File: src/rtl/key_onehot_arbiter_if.sv
// Key-event handshake bundle: raw keys and ack into the arbiter, one-hot event, valid and overrun out.
// The master modport is the arbiter side; the slave modport is the stimulus/consumer side.
interface key_onehot_arbiter_if;
    logic [3:0] key_in;
    logic       ack;
    logic [3:0] onehot;
    logic       valid;
    logic       overrun;

    modport master (
        input  key_in,
        input  ack,
        output onehot,
        output valid,
        output overrun
    );

    modport slave (
        output key_in,
        output ack,
        input  onehot,
        input  valid,
        input  overrun
    );
endinterface

File: src/rtl/key_onehot_arbiter.sv
// Purpose: sync + debounce four keys, queue presses, present one at a time as a one-hot event.
// Latency: valid rises DEB_CYCLES+4 edges after a stable key change on an idle block.
// Backpressure: an event holds until ack; presses meanwhile queue (re-press of a queued key pulses overrun).
// Define KEY_ARB_ROUND_ROBIN_EN for round-robin arbitration; otherwise fixed priority, key 0 highest.
module key_onehot_arbiter #(
    parameter int DEB_CYCLES = 16,
    parameter int DEB_W      = 5
) (
    input  logic                 clk,
    input  logic                 rst,
    key_onehot_arbiter_if.master bus
);

    localparam logic [DEB_W-1:0] DEB_LAST = DEB_W'(DEB_CYCLES - 1);

    typedef enum logic {
        IDLE,
        PRESENT
    } state_t;

    logic [3:0]       s1;
    logic [3:0]       s2;
    logic [3:0]       deb;
    logic [3:0]       deb_q;
    logic [DEB_W-1:0] cnt [4];
    logic [3:0]       pend;
    logic [3:0]       press;
    logic [3:0]       grant;
    logic [3:0]       pend_nxt;
    logic [1:0]       gidx;
    logic             grant_en;
    state_t           state;
    logic [3:0]       onehot_r;
    logic             valid_r;
    logic             overrun_r;

    // Synchroniser and per-key debounce: a level change needs DEB_CYCLES consecutive differing samples.
    always_ff @(posedge clk or posedge rst) begin
        if (rst) begin
            s1    <= '0;
            s2    <= '0;
            deb   <= '0;
            deb_q <= '0;
            for (int k = 0; k < 4; k++) begin
                cnt[k] <= '0;
            end
        end else begin
            s1    <= bus.key_in;
            s2    <= s1;
            deb_q <= deb;
            for (int k = 0; k < 4; k++) begin
                if (s2[k] == deb[k]) begin
                    cnt[k] <= '0;
                end else if (cnt[k] == DEB_LAST) begin
                    deb[k] <= s2[k];
                    cnt[k] <= '0;
                end else begin
                    cnt[k] <= cnt[k] + DEB_W'(1);
                end
            end
        end
    end

    assign press = deb & ~deb_q;

`ifdef KEY_ARB_ROUND_ROBIN_EN
    logic [1:0] ptr;

    // ptr holds the last granted key; the search starts just after it, so ptr itself ranks last.
    always_comb begin
        gidx = 2'd0;
        for (int i = 4; i >= 1; i--) begin
            if (pend[ptr + 2'(i)]) begin
                gidx = ptr + 2'(i);
            end
        end
    end

    always_ff @(posedge clk or posedge rst) begin
        if (rst) begin
            ptr <= 2'd0;
        end else if (grant_en) begin
            ptr <= gidx;
        end
    end
`else
    always_comb begin
        gidx = 2'd0;
        for (int i = 3; i >= 0; i--) begin
            if (pend[i]) begin
                gidx = 2'(i);
            end
        end
    end
`endif

    assign grant_en = (state == IDLE) && (pend != 4'b0000);
    assign grant    = grant_en ? (4'b0001 << gidx) : 4'b0000;
    // A new press on the key being granted this cycle survives the clear.
    assign pend_nxt = (pend & ~grant) | press;

    always_ff @(posedge clk or posedge rst) begin
        if (rst) begin
            state     <= IDLE;
            pend      <= '0;
            onehot_r  <= '0;
            valid_r   <= 1'b0;
            overrun_r <= 1'b0;
        end else begin
            pend      <= pend_nxt;
            overrun_r <= |(press & pend);
            case (state)
                IDLE: begin
                    if (grant_en) begin
                        onehot_r <= grant;
                        valid_r  <= 1'b1;
                        state    <= PRESENT;
                    end
                end
                PRESENT: begin
                    if (bus.ack) begin
                        onehot_r <= '0;
                        valid_r  <= 1'b0;
                        state    <= IDLE;
                    end
                end
                default: begin
                    onehot_r <= '0;
                    valid_r  <= 1'b0;
                    state    <= IDLE;
                end
            endcase
        end
    end

    assign bus.onehot  = onehot_r;
    assign bus.valid   = valid_r;
    assign bus.overrun = overrun_r;

endmodule

File: src/flat_wrapper.sv
// flat-port wrapper written by rule: the top's interface ports become plain ports
module key_onehot_arbiter_flat 
#(
    parameter int DEB_CYCLES = 16,
    parameter int DEB_W      = 5
)
  (clk, rst, bus_key_in, bus_ack, bus_onehot, bus_valid, bus_overrun);
  key_onehot_arbiter_if bus_i ();
  input  logic clk;
  input  logic rst;
  input wire logic [$bits(bus_i.key_in)-1:0] bus_key_in;
  input wire logic [$bits(bus_i.ack)-1:0] bus_ack;
  output wire logic [$bits(bus_i.onehot)-1:0] bus_onehot;
  output wire logic [$bits(bus_i.valid)-1:0] bus_valid;
  output wire logic [$bits(bus_i.overrun)-1:0] bus_overrun;
  assign bus_i.key_in = bus_key_in;
  assign bus_i.ack = bus_ack;
  assign bus_onehot = bus_i.onehot;
  assign bus_valid = bus_i.valid;
  assign bus_overrun = bus_i.overrun;
  key_onehot_arbiter #(.DEB_CYCLES(DEB_CYCLES), .DEB_W(DEB_W)) u_core (.clk(clk), .rst(rst), .bus(bus_i));
endmodule
File: config.mk
export PLATFORM = sky130hd
export DESIGN_NAME = key_onehot_arbiter_flat
export DESIGN_NICKNAME = d
export VERILOG_FILES = /design/src/rtl/key_onehot_arbiter_if.sv /design/src/rtl/key_onehot_arbiter.sv /design/src/flat_wrapper.sv
export SDC_FILE = /design/constraint.sdc
export NUM_CORES = 1
export LEC_CHECK = 0
export CELL_PAD_IN_SITES_DETAIL_PLACEMENT = 1
export CELL_PAD_IN_SITES_GLOBAL_PLACEMENT = 1
export CORE_UTILIZATION = 41
export DETAILED_ROUTE_END_ITERATION = 10
export GPL_TIMING_DRIVEN = 0
export PLACE_DENSITY_LB_ADDON = 0.1
export SYNTH_ARGS = -nofsm -noshare
export SYNTH_HDL_FRONTEND = slang
export SYNTH_SLANG_ARGS = --single-unit
File: constraint.sdc
create_clock -name clk -period 1.45 [get_ports clk]
set_input_delay 0.3625 -clock clk [delete_from_list [all_inputs] [get_ports clk]]
set_output_delay 0.3625 -clock clk [all_outputs]
set_load 0.01 [all_outputs]
==> results by group, run 1 <==
STA
  • RSZ-0062 raised after global routing: false
  • Max-Slew Margin vs Limit: 35.2%
  • Setup TNS: 0 ps
  • Final setup fails: 0
  • Slew @ Worst Pin: 971 ps
  • Max Slew Vio Count: 0
  • Hold Vio Cnt, Final: 0
  • Final min period: 1390 ps
  • Tcrit/Tclk final: 95.8%
  • Fmax: 720 MHz
  • Clock skew: 5.85 ps

Pwr
  • Net Switching: 613 uW
  • Sequential share of power: 55.2%
  • Combinational share of power: 8.7%
  • Int Pwr: 2.01 mW
  • Design Power: 2.62 mW
  • Switching Share: 23.4%
  • Clock network fraction of total power: 36.1%
  • VDD IR max: 577 uV
  • Pwr dens: 1270 nW/um^2
  • Leak: 1.08 nW

Synthesis
  • Main area contributors after synthesis: dfrtp_1 (67%), xor2_1 (6.0%), nor2_1 (3.8%), ha_1 (2.8%), mux2_2 (2.6%)
  • Synth cell types: 25
  • Yosys Warn Count: 0
  • Mean Syn Cell Area: 12.4 sq um
  • Synth Cell Area: 1770 sq um
  • #FFs+latches synth: 47
  • Register area share after synthesis: 66.6%
  • Yosys top cell area share: 66.6%
  • Cells after synthesis: 142
  • Leading area contributor after synthesis: dfrtp_1
  • Syn_nets: 153

Hold path
  • Min-delay worst type: reg2reg
  • Hold_sp: u_core.s1[2]$_DFF_PP0_

Drt
  • Drt first pass iters: 4
  • Final ANT Viol Nets: 0
  • WL/cell: 13.6 um
  • Initial DRC count: 25
  • Via density: 4.99
  • Drt drc: 0
  • Vias: 1,058
  • WL final: 2880 um

Clock network
  • CTS sink count: 47
  • Worst-Skew Late Latency: 300 ps
  • TritonCTS buffer count: 5
  • Clock-pin slew on the worst setup and hold paths: 90 ps
  • Deepest clock path buffer count: 2
  • H-tree depth: 2
  • Clk root buf: clkbuf_8
  • CTS tree: built

Die
  • Core area: 4060 sq um
  • DIE HEIGHT: 67.6 um
  • Starting Density: 43.5%
  • Die width: 67.6 um
  • Row Count: 23
  • Die area: 4570 sq um
  • Top Ports: 13

Setup path
  • CP Launch Point: u_core.pend[1]$_DFF_PP0_
  • Setup crit end: u_core.pend[3]$_DFF_PP0_
  • Worst Path Buf+Inv: 0
  • WP data arrival: 1580 ps
  • Worst path top cell family by delay: simple AND/OR/NAND/NOR gates
  • Slack of the worst reg-to-reg path: 60 ps
  • CP Depth: 3
  • Critical-path cell list: or3_4, or2_1, a21o_1
  • Data required, critical path: 1650 ps
  • Setup Crit Path Kind: reg2reg
  • CP max FO: 6
  • Reg-to-reg endpoint: u_core.pend[3]$_DFF_PP0_
  • CP max-delay cell: dfrtp_1
  • Crit start category: register
  • R2r startpoint: u_core.pend[1]$_DFF_PP0_
  • R2r worst-path depth: 3
  • Max incr delay on CP: 440 ps
  • CP Capture Type: register

Layout
  • Antenna diode instance count: 0
  • Multi-input logic area: 563 sq um
  • Most frequent cells in the layout: dfrtp_1 (47), nor2_1 (18), xor2_1 (12)
  • FF+latch area: 1180 sq um
  • Design Area, Final: 2060 sq um
  • Most common cell after layout, fill and taps aside: dfrtp_1
  • Area Overhead vs Synth: 16.5%
  • Layout fillers: 438
  • Ratio of cells with drive above 1 in the final layout: 10.5%
  • Number of nets in the layout: 172

Global routing
  • First-pass GRT wire length: 5020 um
  • Initial antenna violation count: 0
  • Vias in the first global route: 1,148
  • Grt total ovfl: 0
  • Largest net degree at the start of global routing: 48
  • GR Util All Layers: 15.5%

Placement
  • IO buf count: 12
  • Placer congestion estimate: 0.729
  • Detailed Place HPWL: 2080 um
  • Placed standard-cell area: 1950 sq um

Run
  • Max_cap viols: 0

Outcome
  • Status: finished clean
cells in the mapped netlist:
cell type / number
mux2_2: 4
dfrtp_1: 47
nand2_1: 5
xor2_1: 12
inv_1: 7
a22oi_1: 1
a21o_1: 1
nand3_1: 8
nor2b_1: 4
or4_1: 1
o21ai_0: 5
a32oi_1: 1
a21oi_1: 3
and2_1: 6
or2_2: 1
o21ai_1: 3
a22o_1: 1
nor2_1: 18
a21o_2: 2
or3_4: 1
or2_1: 1
o22ai_1: 1
ha_1: 4
a31oi_1: 1
and3_1: 4
kinds of logic after synthesis:
kind of cell,share of synthesized area (%)
buffers and inverters,1.49
flip-flops,66.6
adder cells (fa/ha/maj),2.83
AND/OR/NAND/NOR,13.9
AO/OA/AOI/OAI,6.66
XOR/XNOR,5.95
multiplexers,2.55
cell type report:
class                      count  share of cell area (%)
tap                           50                    3.04
clock inverter                 3                    2.13
timing repair buffer          12                    5.47
sequential                    47                    57.2
inverter                       7                    1.46
multi-input combinational     88                    27.4
clock buffer                   5                    3.35
per-stage QoR:
step,utilization (%),hold WS [ps],worst slack [ps],instances
floorplan,-,331,158,142
global placement,48.1,333,-62.1,204
detailed placement,48.1,336,-109,204
CTS,50.7,355,59.9,212
global route,50.7,365,6.45,212
finish,50.7,351,61.3,212
worst register-to-register path, delay by kind of cell, from the launching register on:
family / cells / cell delay [ps]
DFF: 1 / 440
and+or+nand+nor: 2 / 660
AOI/OAI and AO/OA: 1 / 190
power by group through the flow:
stage,clock (mW),sequential [mW],combinational [mW]
2_1_floorplan,0,1.48,0.124
3_3_place_gp,0,1.47,0.242
3_5_place_dp,0,1.48,0.256
4_1_cts,0.982,1.45,0.235
5_1_grt,1.04,1.46,0.270
6_report,0.945,1.45,0.228
layer usage:
layer,vias up,wire [um],GRT usage (%)
li1,507,-,-
met1,529,1210,18.1
met2,16,1490,25.6
met3,6,117,5.07
met4,0,55,7.18
met5,-,0,0
how the worst min path moves through the flow:
stage | endpoint | slack (ps) | depth (start not counted)
floorplan | u_core.s2[0]$_DFF_PP0_ | 330 | 0
global placement | u_core.s2[3]$_DFF_PP0_ | 330 | 0
detailed placement | u_core.s2[2]$_DFF_PP0_ | 340 | 0
CTS | u_core.s2[2]$_DFF_PP0_ | 350 | 0
global route | u_core.s2[2]$_DFF_PP0_ | 360 | 0
finish | u_core.s2[2]$_DFF_PP0_ | 350 | 0
sequential cells by signal (all words and copies together) (netlist names):
| register | cells |
|---|---|
| u_core.cnt | 20 |
| u_core.bus.onehot | 4 |
| u_core.deb | 4 |
| u_core.deb_q | 4 |
| u_core.pend | 4 |
| u_core.s1 | 4 |
| u_core.s2 | 4 |
| u_core.bus.overrun | 1 |
| u_core.bus.valid | 1 |
| u_core.state | 1 |
what timing repair did:
action | CTS | global route
endpoints found under the hold margin | 0 | 0
gates resized for setup | 6 | 0
endpoints found under the setup margin | 6 | 0
hold buffers | 0 | 0
setup buffers | 0 | 0
Note: power is estimated with default switching activity, not from simulation.
==> run 2, diff against run 1 <==
ABC_AREA = 1   (was unset)
CORE_UTILIZATION = 42   (was 41)
CTS_BUF_LIST = sky130_fd_sc_hd__clkbuf_8   (was unset)
==> results by group, run 2 <==
STA
  • Hold Vio Cnt, Final: 0
  • WHS: 356 ps
  • Final min period: 1320 ps
  • Clock skew: 5.52 ps
  • Max Slew Vio Count: 0
  • Slew @ Worst Pin: 962 ps
  • RSZ-0062 raised after global routing: false
  • Final setup fails: 0
  • Setup TNS: 0 ps
  • Max-Slew Margin vs Limit: 35.7%
  • Final worst setup slack: 130 ps
  • Tcrit/Tclk final: 91.1%
  • Fmax: 757 MHz

Pwr
  • Clock network fraction of total power: 29.0%
  • VDD IR max: 563 uV
  • Sequential share of power: 59.3%
  • Leak: 1.01 nW
  • Combinational share of power: 11.7%
  • Switching Share: 24.7%
  • Design Power: 2.49 mW
  • Int Pwr: 1.87 mW
  • Net Switching: 614 uW
  • Pwr dens: 1210 nW/um^2

Synthesis
  • Yosys Warn Count: 0
  • Number of synthesized flops with an enable pin: 0
  • Synth Cell Area: 1800 sq um
  • Cells after synthesis: 176
  • #FFs+latches synth: 47
  • Main area contributors after synthesis: dfrtp_1 (65%), nand2_1 (7.9%), nor2_1 (4.8%), nand3_1 (4.7%), inv_1 (4.2%)
  • Register area share after synthesis: 65.3%
  • Top_reg_cell synth: dfrtp_1
  • Commonest cells in the netlist: dfrtp_1 (47), nand2_1 (38), nor2_1 (23)
  • Yosys top cell area share: 65.3%
  • Synth cell types: 15
  • Mean Syn Cell Area: 10.2 sq um
  • Post-synth ARST share: 100%
  • Cell with the most instances after synthesis: dfrtp_1
  • Syn_nets: 187
  • Leading area contributor after synthesis: dfrtp_1

Setup path
  • WP data arrival: 960 ps
  • Worst Path Buf+Inv: 1
  • Worst path top cell family by delay: flip-flops
  • Critical-path cell list: dlygate4sd2_1
  • Data required, critical path: 1090 ps
  • Setup Crit Path Kind: reg2out
  • CP Capture Type: output pin
  • CP max FO: 2
  • Slack of the worst reg-to-reg path: 210 ps
  • Max incr delay on CP: 380 ps
  • CP max-delay cell: dfrtp_1
  • Crit start category: register

Die
  • Die width: 67.5 um
  • Starting Density: 44.4%
  • Top Ports: 13
  • DIE HEIGHT: 67.5 um
  • Die area: 4560 sq um
  • Row Count: 23
  • Core area: 4060 sq um

Global routing
  • Initial antenna violation count: 0
  • Grt total ovfl: 0
  • First-pass GRT wire length: 5710 um
  • Largest net degree at the start of global routing: 48
  • Vias in the first global route: 1,339
  • GR Util All Layers: 17.1%

Layout
  • Most common cell after layout, fill and taps aside: dfrtp_1
  • Largest Register: u_core.cnt
  • Max reg flops: 20
  • Number of nets in the layout: 206
  • Ratio of cells with drive above 1 in the final layout: 4.08%
  • Antenna diode instance count: 0
  • Most frequent cells in the layout: dfrtp_1 (47), nand2_1 (38), nor2_1 (23)
  • Finished Core Util: 50.8%
  • Area Overhead vs Synth: 14.4%

Clock network
  • Deepest clock path buffer count: 2
  • Clk root buf: clkbuf_8
  • Clock-pin slew on the worst setup and hold paths: 80 ps
  • H-tree depth: 2
  • CTS tree: built
  • TritonCTS buffer count: 5
  • Worst-Skew Late Latency: 290 ps
  • CTS sink count: 47
  • Post-CTS setup buffer count: 0

Hold path
  • Min-delay worst type: reg2reg

Placement
  • Placer congestion estimate: 0.752
  • Detailed Place HPWL: 2400 um
  • Worst slack, placed: -98.0 ps
  • IO buf count: 12

Outcome
  • Status: finished clean

Run
  • Max_cap viols: 0

Drt
  • Drt first pass iters: 4
  • WL/cell: 13.0 um
  • WL final: 3210 um
  • Via density: 4.98
  • Drt drc: 0
  • Initial DRC count: 38
  • Final ANT Viol Nets: 0
  • Vias: 1,224
-- run 2: metrics by stage --
stage / instance area (sq um) / std cells
after floorplan: 1810 / 176
after global placement: 1990 / 238
after detailed placement: 1990 / 238
after CTS: 2060 / 246
after global routing: 2060 / 246
final: 2060 / 246
-- run 2: layout make-up --
| class | instances | area, sq um |
|---|---|---|
| fill | 477 | 2000 |
| sequential | 47 | 1180 |
| multi-input combinational | 109 | 551 |
| timing repair buffer | 12 | 113 |
| inverter | 20 | 78.8 |
| clock buffer | 5 | 68.8 |
| tap | 50 | 62.6 |
| clock inverter | 3 | 12.5 |
-- run 2: layer usage --
layer	track usage, %	up-vias	wire, um
met5	0	-	0
met4	5.32	0	27
met3	5.74	5	137
met2	30.3	23	1710
met1	19.1	606	1340
li1	-	590	-
-- run 2: worst paths after layout --
check | start | to | cells after the start
max | u_core.bus.onehot[0]$_DFFE_PP0P_ | bus_onehot[0] | 1
min | u_core.s1[2]$_DFF_PP0_ | u_core.s2[2]$_DFF_PP0_ | 0
max reg2reg | u_core.cnt[5]$_DFF_PP0_ | u_core.cnt[8]$_DFF_PP0_ | 6
min reg2reg | u_core.s1[2]$_DFF_PP0_ | u_core.s2[2]$_DFF_PP0_ | 0
max in group asynchronous | rst | u_core.cnt[4]$_DFF_PP0_ | 2
min in group asynchronous | rst | u_core.cnt[6]$_DFF_PP0_ | 2
-- run 2: power by group through the flow --
stage / logic, mW / registers (mW) / clock network, mW
after global placement: 0.325 / 1.49 / 0
after floorplan: 0.137 / 1.52 / 0
final: 0.291 / 1.47 / 0.722
after detailed placement: 0.340 / 1.50 / 0
after CTS: 0.300 / 1.47 / 0.764
after global routing: 0.341 / 1.49 / 0.805
-- run 2: kinds of logic (layout without fill, tap and decap cells) --
logic type / count (synthesis) / after routing / synth area share, %
AOI/OAI and AO/OA: 6 / 6 / 1.94
buffers and inverters: 20 / 40 / 4.17
adders and majority gates: 4 / 4 / 2.78
and+or+nand+nor: 91 / 91 / 21.9
DFF: 47 / 47 / 65.3
xor gates and xnor gates: 8 / 8 / 3.89
-- run 2: what timing repair did --
action	CTS	global route
setup endpoints to repair	6	0
hold buffers	0	0
gates resized for setup	6	0
==> run 3, diff against run 2 <==
CORE_UTILIZATION = 40   (was 42)
CTS_BUF_LIST = unset   (was sky130_fd_sc_hd__clkbuf_8)
==> results by group, run 3 (same netlist as run 2, synthesis figures left out) <==
Pwr
  • Sequential share of power: 58.6%
  • Int Pwr: 1.88 mW
  • Net Switching: 632 uW
  • Leak: 1.00 nW
  • Switching Share: 25.2%
  • Pwr dens: 1210 nW/um^2
  • Design Power: 2.51 mW
  • Combinational share of power: 11.5%
  • VDD IR max: 565 uV
  • Clock network fraction of total power: 29.9%

Global routing
  • Initial antenna violation count: 0
  • First-pass GRT wire length: 5420 um
  • GR Util All Layers: 14.3%
  • Largest net degree at the start of global routing: 48
  • Grt total ovfl: 0
  • Vias in the first global route: 1,244

Die
  • Die area: 4780 sq um
  • Die width: 69.1 um
  • Row Count: 24
  • DIE HEIGHT: 69.1 um
  • Core area: 4350 sq um
  • Starting Density: 41.4%
  • Top Ports: 13

Drt
  • WL met1: 1420 um
  • Initial DRC count: 36
  • Final ANT Viol Nets: 0
  • Top sig layer: met4
  • Met3 routed WL: 116 um
  • Drt drc: 0
  • Vias: 1,174
  • Drt first pass iters: 3
  • Routed wl met2: 1380 um
  • WL final: 2970 um
  • WL/cell: 12.0 um
  • Via density: 4.73

Run
  • Max_cap viols: 0

Setup path
  • Critical-path cell list: dlygate4sd2_1
  • WP data arrival: 960 ps
  • Crit start category: register
  • CP max-delay cell: dfrtp_1
  • Max incr delay on CP: 390 ps
  • Worst path top cell family by delay: flip-flops
  • Slack of the worst reg-to-reg path: 230 ps
  • Data required, critical path: 1090 ps
  • R2r startpoint: u_core.cnt[0]$_DFF_PP0_
  • Setup Crit Path Kind: reg2out
  • CP max FO: 2
  • R2r worst-path depth: 6
  • CP Capture Type: output pin
  • Reg-to-reg endpoint: u_core.cnt[3]$_DFF_PP0_
  • Worst Path Buf+Inv: 1

Layout
  • Most frequent cells in the layout: dfrtp_1 (47), nand2_1 (38), nor2_1 (23)
  • Largest Register: u_core.cnt
  • Number of nets in the layout: 206
  • Max reg flops: 20
  • Fin cells: 248
  • Area Overhead vs Synth: 14.7%
  • Most common cell after layout, fill and taps aside: dfrtp_1
  • Antenna diode instance count: 0
  • Ratio of cells with drive above 1 in the final layout: 5.10%

Clock network
  • Worst-Skew Late Latency: 300 ps
  • H-tree depth: 2
  • Clk root buf: clkbuf_8
  • CTS sink count: 47
  • Clock-pin slew on the worst setup and hold paths: 80 ps
  • Cts-stage hold buffer count: 0
  • Deepest clock path buffer count: 2
  • CTS tree: built
  • Post-CTS setup buffer count: 0
  • TritonCTS buffer count: 5

Hold path
  • Hold_sp: u_core.s1[0]$_DFF_PP0_
  • Hold path depth: 0
  • Min-delay worst type: reg2reg
  • Hold endpoint: u_core.s2[0]$_DFF_PP0_

Outcome
  • Status: finished clean

STA
  • Fmax: 756 MHz
  • Clock skew: 8.18 ps
  • Final setup fails: 0
  • RSZ-0062 raised after global routing: false
  • Max Slew Vio Count: 0
  • Slew @ Worst Pin: 968 ps
  • Tcrit/Tclk final: 91.3%
  • Final min period: 1320 ps
  • Hold Vio Cnt, Final: 0
  • Max-Slew Margin vs Limit: 35.3%

Placement
  • Cells after DPL: 240
  • Placer congestion estimate: 0.761
  • Detailed Place HPWL: 2160 um
  • IO buf count: 12
run 3: cell type report:
type / count / area, sq um
Fill cell: 497 / 2290
Sequential cell: 47 / 1180
Multi-Input combinational cell: 109 / 551
Timing Repair Buffer: 12 / 113
Inverter: 20 / 78.8
Clock buffer: 5 / 68.8
Tap cell: 52 / 65.1
Clock inverter: 3 / 15.0
run 3: worst max-delay path by stage:
stage / from / endpoint / slack (ps) / depth (start not counted)
finish: u_core.bus.onehot[0]$_DFFE_PP0P_ / bus_onehot[0] / 130 / 1
global route: rst / u_core.bus.onehot[0]$_DFFE_PP0P_ / 80 / 2
CTS: u_core.bus.onehot[0]$_DFFE_PP0P_ / bus_onehot[0] / 110 / 1
detailed placement: rst / u_core.bus.onehot[0]$_DFFE_PP0P_ / -110 / 2
global placement: rst / u_core.cnt[18]$_DFF_PP0_ / -50 / 2
floorplan: u_core.cnt[0]$_DFF_PP0_ / u_core.cnt[3]$_DFF_PP0_ / 410 / 6
run 3: per-stage QoR:
stage	utilization (%)	hold slack [ps]	area [sq um]	setup TNS, ps	worst slack (ps)
after floorplan	-	331	1810	0	412
after CTS	47.5	362	2070	0	111
after global routing	47.5	369	2070	0	82.4
final	47.5	359	2070	0	127
after global placement	45.7	334	1990	-2190	-48.5
after detailed placement	45.7	336	1990	-5010	-109
run 3: repair_timing:
item | CTS | global route
gates resized for setup | 6 | 0
endpoints found under the hold margin | 0 | 0
endpoints found under the setup margin | 6 | 0
run 3: power by group through the flow:
stage,Clock [mW],Sequential (mW),Combinational (mW)
3_5_place_dp,0,1.50,0.339
3_3_place_gp,0,1.49,0.325
4_1_cts,0.781,1.47,0.297
6_report,0.751,1.47,0.288
5_1_grt,0.830,1.49,0.329
2_1_floorplan,0,1.52,0.137
run 3: per-layer routing:
| layer | GRT usage, % | vias to the layer above |
|---|---|---|
| met5 | 0 | - |
| met4 | 4.76 | 0 |
| met3 | 4.97 | 5 |
| met2 | 23.0 | 15 |
| met1 | 18.0 | 566 |
| li1 | - | 588 |
